[src/rtl/pipe_stage_buf.sv]
// pipe_stage_buf: elastic inter-stage buffer carrying an opaque payload
// through a DEPTH-entry circular queue with valid/ready handshake,
// synchronous squash (flush) and global pause (rdy).
module pipe_stage_buf #(
  parameter int unsigned        DATA_W    = 64,
  parameter int unsigned        DEPTH     = 2,
  parameter logic [DATA_W-1:0]  NOP_VALUE = '0,
  localparam int unsigned       PTR_W     = $clog2(DEPTH),
  localparam int unsigned       CNT_W     = $clog2(DEPTH + 1)
) (
  input  logic              clk,
  input  logic              rst,
  input  logic              rdy,
  input  logic              flush,
  input  logic              in_valid,
  input  logic [DATA_W-1:0] in_data,
  output logic              in_ready,
  output logic              out_valid,
  output logic [DATA_W-1:0] out_data,
  input  logic              out_ready,
  output logic [CNT_W-1:0]  count
);

  logic [DATA_W-1:0] r_mem [DEPTH];
  logic [PTR_W-1:0]  r_rd_ptr;
  logic [PTR_W-1:0]  r_wr_ptr;
  logic [CNT_W-1:0]  r_cnt;

  logic w_empty;
  logic w_full;
  logic w_live;
  logic w_push;
  logic w_pop;

  // Handshake qualification; in_ready deliberately ignores out_ready so
  // there is no combinational path from downstream back to upstream.
  always_comb begin
    w_empty   = (r_cnt == '0);
    w_full    = (r_cnt == CNT_W'(DEPTH));
    w_live    = !rst && rdy && !flush;
    in_ready  = w_live && !w_full;
    out_valid = w_live && !w_empty;
    w_push    = in_valid && in_ready;
    w_pop     = out_valid && out_ready;
    out_data  = w_empty ? NOP_VALUE : r_mem[r_rd_ptr];
    count     = r_cnt;
  end

  // Pointer and occupancy update: reset, then pause, then flush, then traffic.
  // Pointers are PTR_W bits and DEPTH is a power of two, so they wrap freely.
  always_ff @(posedge clk) begin
    if (rst) begin
      r_rd_ptr <= '0;
      r_wr_ptr <= '0;
      r_cnt    <= '0;
    end else if (rdy) begin
      if (flush) begin
        r_rd_ptr <= '0;
        r_wr_ptr <= '0;
        r_cnt    <= '0;
      end else begin
        if (w_push) r_wr_ptr <= r_wr_ptr + PTR_W'(1);
        if (w_pop)  r_rd_ptr <= r_rd_ptr + PTR_W'(1);
        case ({w_push, w_pop})
          2'b10:   r_cnt <= r_cnt + CNT_W'(1);
          2'b01:   r_cnt <= r_cnt - CNT_W'(1);
          default: r_cnt <= r_cnt;
        endcase
      end
    end
  end

  // Payload storage; w_push already excludes reset, pause and flush.
  always_ff @(posedge clk) begin
    if (w_push) r_mem[r_wr_ptr] <= in_data;
  end

endmodule

[config.mk]
export PLATFORM = sky130hd
export DESIGN_NAME = pipe_stage_buf
export DESIGN_NICKNAME = d
export VERILOG_FILES = /design/src/rtl/pipe_stage_buf.sv
export SDC_FILE = /design/constraint.sdc
export NUM_CORES = 1
export LEC_CHECK = 0
export BUFFER_PORTS_ARGS = -buffer_cell sky130_fd_sc_hd__buf_2
export CORE_MARGIN = 1
export CORE_UTILIZATION = 52
export DETAILED_ROUTE_END_ITERATION = 8
export GPL_TIMING_DRIVEN = 0
export PLACE_DENSITY_LB_ADDON = 0.08
export SKIP_CTS_REPAIR_TIMING = 1
export SKIP_LAST_GASP = 1
export SLEW_MARGIN = 10
export SYNTH_ARGS = -nofsm -noshare
export SYNTH_HDL_FRONTEND = slang
export SYNTH_SLANG_ARGS = --single-unit
[constraint.sdc]
create_clock -name clk -period 4 [get_ports clk]
set_input_delay 0 -clock clk [delete_from_list [all_inputs] [get_ports clk]]
set_output_delay 0 -clock clk [all_outputs]
set_load 0.02 [all_outputs]
==> results of run 1 <==
==> through the flow <==
stage,instances,hold WS (ns)
after global placement,571,0.187
after floorplan,305,0.0812
after detailed placement,573,0.191
after global routing,674,0.00499
after CTS,604,-0.340
final,674,-0.0141
==> power breakdown <==
group | switching (mW) | total [mW] | internal [mW]
clock | 0.552 | 1.37 | 0.819
combinational | 0.157 | 0.286 | 0.129
sequential | 0.00449 | 1.55 | 1.54
==> metal layers <==
| layer | vias up | global-route usage | wire length (um) |
|---|---|---|---|
| met2 | 106 | 0.311 | 5290 |
| met4 | 0 | 0.0914 | 136 |
| met5 | - | 0 | 0 |
| met1 | 1534 | 0.204 | 3890 |
| met3 | 14 | 0.0603 | 581 |
| li1 | 1594 | - | - |
==> cell families (layout without fill, tap and decap cells) <==
group | after synthesis | count (layout) | share of synthesized area
DFF | 133 | 133 | 0.772
and+or+nand+nor | 84 | 84 | 0.0725
muxes | 66 | 66 | 0.130
buffers and inverters | 15 | 255 | 0.0125
AOI/OAI and AO/OA | 6 | 6 | 0.0105
xor gates and xnor gates | 1 | 1 | 0.00172
==> critical path, stage by stage (launching register included) <==
cell	delay, ns
dfxtp_1	0.33
clkbuf_1	0.31
nor2b_1	0.15
nor3b_4	0.27
and2b_4	0.46
buf_12	0.29
a2bb2oi_1	0.18
dlygate4sd3_1	0.55
==> cell type report <==
class	count	area, um^2
fill	614	2140
timing repair buffer	209	1430
clock inverter	12	108
sequential	133	3940
multi-input combinational	157	1100
buffer	15	63.8
tap	129	161
clock buffer	19	422
==> worst paths after layout <==
| path | startpoint | endpoint | slack [ns] | cells after the start |
|---|---|---|---|---|
| max | count[0] | r_wr_ptr | 1.39 | 7 |
| max reg2reg | count[0] | r_wr_ptr | 1.39 | 7 |
| min | in_valid | count[1] | -0.01 | 4 |
| min reg2reg | r_rd_ptr | flip-flop | 0.54 | 2 |
==> cell usage in the layout, fill, tap and decap left out, types with 2 or more instances in the layout <==
master and count:
clkinvlp_4 2, clkbuf_1 9, nor2_1 71, clkinv_2 3
mux2i_1 65, dfxtp_1 5, dlygate4sd3_1 70, nor2b_1 3
clkbuf_16 16, buf_12 2, buf_2 143, buf_1 2
edfxtp_1 128, clkinv_4 4
==> state kept, by name (all words and copies together), names as in the netlist, named ones only <==
name	cells
count	2
r_mem	128
r_rd_ptr	1
r_wr_ptr	1
==> flow_metrics.tcl, run 1 <==
set metrics [dict create \
    setup_slack_ns 1.39 \
    slew_headroom 0.618 \
    fin_skew_ns 0.0109 \
    first_pass_iters 4 \
    diodes 0 \
    syn_inst 305 \
    synth_area_leaders "edfxtp_1, mux2i_1, nor2_1, dfxtp_1, buf_2" \
    cts_buffers 17 \
    dieArea_um2 10200 \
    htreeDepth 4 \
    required_ns 4.44 \
    synth_top_area_share 0.753 \
    synth-edff-count 128 \
    finalSetupViolCount 0 \
    violations "hold timing" \
    coreArea_um2 9370 \
    synthToLayoutAreaGrowth_pct 41.5 \
    drt_wl_total_mm 9.90 \
    worstSkewPairLatency_ns 0.50 \
    dpl_cell_area_um2 6000 \
    min_period_ns 2.61 \
    ys.flop_type "edfxtp_1" \
    cts_tree "built" \
    detail-route-antenna-nets 0 \
    drc 0 \
    grt_pass1_vias 2958 \
    ys_top_cells_by_count "edfxtp_1, nor2_1, mux2i_1" \
    max_slew.worst_pin.slew_ns 0.573 \
    track_usage 0.182 \
    outcome "finished with violations" \
    crit_path_end_kind "flip-flop" \
    drtIter0Drc 123 \
    io_buffer_count 137 \
    drive_above_1_share 0.328 \
    rows 35 \
    vias_per_cell 4.82 \
    wl_per_cell_um 14.7 \
    clock-root-buffer "clkbuf_8" \
    synth_seq_area_share 0.772 \
    hold_class "in2reg" \
    path_clk_slew_ns 0.06 \
    synth_area_um2 5110 \
    ir_worst_vdd_uv 307 \
    final_nets 603 \
    vias 3248 \
    post-place-ws_ns 1.83 \
    cp.arrival_ns 3.05 \
    hold_viol 1 \
    antenna_found_initial 0 \
    period_share 0.652 \
    final_area_um2 7230 \
    ys_seq_elements 133 \
    grt_max_degree 41 \
    powerDensity_nw_per_um2 444 \
    startpoint_type "flip-flop" \
    routabilityCongestion 0.729 \
    maxCapViolCount 0 \
    crit_fanout 40 \
    cts_max_path_buffers 2 \
    fmax_mhz 384 \
    io_pins 138 \
    rsz0062_at_grt "no" \
    power.leakage_nw 2.73 \
    synth_area_leader_cell "edfxtp_1" \
    synthArstFlopShare 0 \
    final_util 0.771 \
    fin_setup_tns_ns 0 \
    post_synth_num_cell_types 26 \
    die_h_um 101 \
    timing.hold.ws_ns -0.0141 \
    syn_nets 375 \
    post_synth.cell_area_avg_um2 16.7 \
    total_power_mw 3.21 \
    start_util 0.545 \
    slew_viol_final 0 \
    grt_pass1_wl_mm 13.5 \
    ys.warnings.count 0 \
    cts.sink_count 133 \
    hpwl_mm 5.83 \
    fp.dieW_um 101 \
    grt-ovfl-total 0 \
    yosysMostFrequentCell "edfxtp_1" \
    critPathKind "reg2reg" \
]
No activity file was read; power rests on OpenSTA's default activity.
==> run 2: changes to the inputs <==
==> constraint.sdc (replaced) <==
create_clock -name clk -period 2.56 [get_ports clk]
set_input_delay 0 -clock clk [delete_from_list [all_inputs] [get_ports clk]]
set_output_delay 0 -clock clk [all_outputs]
set_load 0.02 [all_outputs]
==> run 2 against run 1 <==
Net effect: the run still ends with hold timing left; utilization increased by 0.19 points; register-to-register slack got worse by 1.0 ns; total power increased by 59%; die area unchanged; global-route usage decreased by 0.23 points; clock skew decreased by 0.0027 ns; count of clock-buffer cells in the layout unchanged; hold slack improved by 0.0013 ns; largest cell class unchanged.
==> flow_metrics.tcl, run 2 (synthesized netlist as in run 1, its figures left out) <==
set metrics [dict create \
    final_cell_mix "buf_2, edfxtp_1, nor2_1" \
    fp.dieW_um 101 \
    vias 3272 \
    r2r-end "r_mem[0][60]" \
    r2r_cells 5 \
    fin_skew_ns 0.00818 \
    hold_viol 1 \
    worst-r2r-setup-slack_ns 0.35 \
    final_nets 602 \
    slew_headroom 0.609 \
    crit_fanout 10 \
    cts_max_path_buffers 2 \
    max_slew.worst_pin.slew_ns 0.587 \
    slowest_delay_ns 0.41 \
    hold_class "in2reg" \
    drc 0 \
    rsz0062_at_grt "no" \
    drtIter0Drc 152 \
    drt_wl_total_mm 9.98 \
    total_power_mw 5.10 \
    crit_path_end "out_data[39]" \
    fmax_mhz 453 \
    routabilityCongestion 0.741 \
    wl_per_cell_um 14.8 \
    worstSkewPairLatency_ns 0.50 \
    htreeDepth 4 \
    clock-root-buffer "clkbuf_8" \
    hpwl_mm 5.83 \
    timing.hold.ws_ns -0.0127 \
    reg2reg_from "count[0]" \
    cp.buffers_inverters 4 \
    outcome "finished with violations" \
    crit_path_end_kind "output port" \
    antenna_found_initial 0 \
    period_share 0.862 \
    grt-ovfl-total 0 \
    grt_max_degree 41 \
    cp-startpoint "count[0]" \
    powerDensity_nw_per_um2 703 \
    path_clk_slew_ns 0.06 \
    cts_buffers 17 \
    coreArea_um2 9370 \
    cpMaxStageDelayCell "clkbuf_1" \
    io_pins 138 \
    required_ns 2.56 \
    start_util 0.545 \
    ir_worst_vdd_uv 652 \
    cts_tree "built" \
    dieArea_um2 10200 \
    synthToLayoutAreaGrowth_pct 41.9 \
    violations "hold timing" \
    largest_reg_flops 128 \
    vias_per_cell 4.85 \
    slew_viol_final 0 \
    grt_pass1_vias 2904 \
    layout_commonest_cell "buf_2" \
    min_period_ns 2.21 \
    top_register "r_mem" \
    path_depth 6 \
    track_usage 0.180 \
    power.leakage_nw 2.74 \
    first_pass_iters 4 \
    finalSetupViolCount 0 \
    drive_above_1_share 0.332 \
    dpl.cell_count 573 \
    cts.sink_count 133 \
    crit_chain "clkbuf_1 -> nor2_1 -> clkbuf_2 -> clkbuf_1 -> nor2_1 -> buf_2" \
    diodes 0 \
    io_buffer_count 137 \
    detail-route-antenna-nets 0 \
    maxCapViolCount 0 \
    stdcell_count 674 \
    crit_family "buffers and inverters" \
    rows 35 \
    die_h_um 101 \
    critPathKind "reg2out" \
    grt_pass1_wl_mm 13.4 \
    cp.arrival_ns 2.21 \
    startpoint_type "flip-flop" \
]
[run 2: changes by cell type in the layout (fill, tap and decap cells not counted), sizes merged]
cell,delta
dlygate4sd3,-1
bufinv,+1
[run 2: report_power, final]
part | internal (mW) | total (mW) | switching, mW
combinational | 0.202 | 0.450 | 0.248
clock | 1.38 | 2.22 | 0.844
sequential | 2.41 | 2.42 | 0.00697
total | 4.00 | 5.10 | 1.10
[run 2: per-layer routing]
layer	global-route usage	wire length (um)	part of all wire	vias to the layer above
li1	-	-	-	1590
met1	0.195	4150	0.42	1569
met2	0.311	5160	0.52	105
met3	0.0652	570	0.057	8
met4	0.0881	100	0.010	0
met5	0	0	0	-
[run 2: final cells by class]
type / count / area [um^2]
Fill cell: 603 / 2130
Timing Repair Buffer: 208 / 1420
Buffer: 15 / 65.1
Clock buffer: 19 / 422
Multi-Input combinational cell: 157 / 1100
Clock inverter: 13 / 134
Sequential cell: 133 / 3940
Tap cell: 129 / 161
[run 2: worst min path at each step]
stage / from / endpoint / cells after the start
4_1_cts: in_data[46] / r_mem[1][46] / 1
5_1_grt: in_valid / count[1] / 4
3_5_place_dp: in_data[41] / r_mem[1][41] / 1
6_report: in_valid / count[1] / 4
3_3_place_gp: in_data[47] / r_mem[1][47] / 1
2_1_floorplan: rst / flip-flop / 1
[run 2: tightest hold or removal path: cells and delay by family]
family	cells	cell delay, ns
muxes	1	0.08
buffers and inverters	1	0.11
and+or+nand+nor	1	0.10
AOI/OAI and AO/OA	1	0.13
[run 2: through the flow]
step / cell area [um^2] / worst slack (ns) / TNS, ns / utilization
after global routing: 7240 / 0.183 / 0 / 0.773
final: 7240 / 0.352 / 0 / 0.773
after floorplan: 5110 / 0.192 / 0 / -
after detailed placement: 6000 / 0.366 / 0 / 0.640
after CTS: 6550 / 0.104 / 0 / 0.699
after global placement: 5950 / -0.173 / -20.29 / 0.635
==> run 3: changes to the inputs <==
--- a/config.mk
+++ b/config.mk
@@ -9,7 +9,7 @@
 export CORE_MARGIN = 1
 export CORE_UTILIZATION = 52
 export DETAILED_ROUTE_END_ITERATION = 8
-export GPL_TIMING_DRIVEN = 0
+export GPL_TIMING_DRIVEN = 1
 export PLACE_DENSITY_LB_ADDON = 0.08
 export SKIP_CTS_REPAIR_TIMING = 1
 export SKIP_LAST_GASP = 1
==> run 3 against run 2 <==
Net effect: the flow now finishes without violations; total power up 3.8%; non-clock buffer count is 8 lower; register-to-register slack worse by 0.05 ns; utilization increased by 0.67 points.
==> flow_metrics.tcl, run 3 (synthesized netlist as in run 1, its figures left out) <==
set metrics [dict create \
    crit_path_end_kind "flip-flop" \
    period_share 0.880 \
    grt_max_degree 65 \
    cts_tree "built" \
    grt_pass1_vias 2819 \
    synthToLayoutAreaGrowth_pct 43.1 \
    power.leakage_nw 2.76 \
    total_power_mw 5.29 \
    rsz0062_at_grt "no" \
    min_period_ns 2.25 \
    hpwl_mm 5.53 \
    final_nets 594 \
    hold_viol 0 \
    grt_pass1_wl_mm 13.4 \
    cts_max_path_buffers 2 \
    clock-root-buffer "clkbuf_8" \
    required_ns 3.00 \
    first_pass_iters 4 \
    maxCapViolCount 0 \
    io_buffer_count 137 \
    grt-ovfl-total 0 \
    fin_setup_tns_ns 0 \
    rows 35 \
    fp.dieW_um 101 \
    max_slew.worst_pin.slew_ns 0.476 \
    path_clk_slew_ns 0.06 \
    drc 0 \
    stdcell_count 666 \
    detail-route-antenna-nets 0 \
    antenna_found_initial 0 \
    drtIter0Drc 138 \
    hold_class "in2reg" \
    drive_above_1_share 0.337 \
    cts_buffers 17 \
    nFillCells 575 \
    final_util 0.780 \
    finalSetupViolCount 0 \
    die_h_um 101 \
    startpoint_type "flip-flop" \
    routabilityCongestion 0.796 \
    vias 3259 \
    critPathKind "reg2reg" \
    start_util 0.545 \
    outcome "finished, final reports clean" \
    powerDensity_nw_per_um2 724 \
    worstSkewPairLatency_ns 0.49 \
    cts.sink_count 133 \
    dieArea_um2 10200 \
    seq_area_um2 3950 \
    drt_wl_total_mm 10.2 \
    fmax_mhz 444 \
    slew_viol_final 0 \
    dpl.cell_count 563 \
    fin_skew_ns 0.00491 \
    top_register "r_mem" \
    worst-r2r-setup-slack_ns 0.31 \
    slew_headroom 0.683 \
    diodes 0 \
    htreeDepth 4 \
    crit_fanout 20 \
    multi_input_area_um2 1110 \
    final_cell_mix "buf_2, edfxtp_1, dlygate4sd3_1" \
    largest_reg_flops 128 \
    coreArea_um2 9370 \
    track_usage 0.181 \
    vias_per_cell 4.89 \
    layout_commonest_cell "buf_2" \
    ir_worst_vdd_uv 558 \
    io_pins 138 \
    wl_per_cell_um 15.3 \
    cp.arrival_ns 2.69 \
]
run 3: worst max-delay path, stage by stage (launching register included):
cell           delay (ns)
dfxtp_1              0.53
nor2b_1              0.15
nor3b_4              0.27
and2b_2              0.22
buf_4                0.28
a2bb2oi_1            0.19
dlygate4sd3_1        0.55
run 3: worst paths after layout:
check                           startpoint  endpoint  cells past startpoint
worst min register to register    r_rd_ptr  r_rd_ptr                      2
worst max register to register    count[0]  r_wr_ptr                      6
worst max-delay path              count[0]  r_wr_ptr                      6
worst min-delay path              in_valid  count[0]                      4
run 3: through the flow:
stage               cell area, um^2  hold slack (ns)  worst slack [ns]
finish                         7310           0.0503             0.307
global route                   7310           0.0494             0.128
CTS                            6600           -0.340             0.570
detailed placement             5990            0.191             0.708
global placement               5990            0.187             0.745
floorplan                      5110           0.0812             0.192
run 3: where the power goes:
| group | total [mW] | internal (mW) | switching, mW |
|---|---|---|---|
| Clock | 2.42 | 1.58 | 0.841 |
| Sequential | 2.43 | 2.41 | 0.0131 |
| Combinational | 0.446 | 0.203 | 0.243 |
run 3: layout make-up:
type                            instances  area share
Clock buffer                           19      0.0577
Tap cell                              129      0.0221
Sequential cell                       133       0.540
Multi-Input combinational cell        157       0.152
Timing Repair Buffer                  215       0.203
Clock inverter                         13      0.0250
run 3: layer usage:
layer	vias to the layer above	wire, um	global-route usage	share of wire
met1	1552	4230	0.216	0.42
met4	0	131	0.0736	0.013
met5	-	0	0	0
li1	1576	-	-	-
met3	12	607	0.0721	0.060
met2	119	5220	0.293	0.51
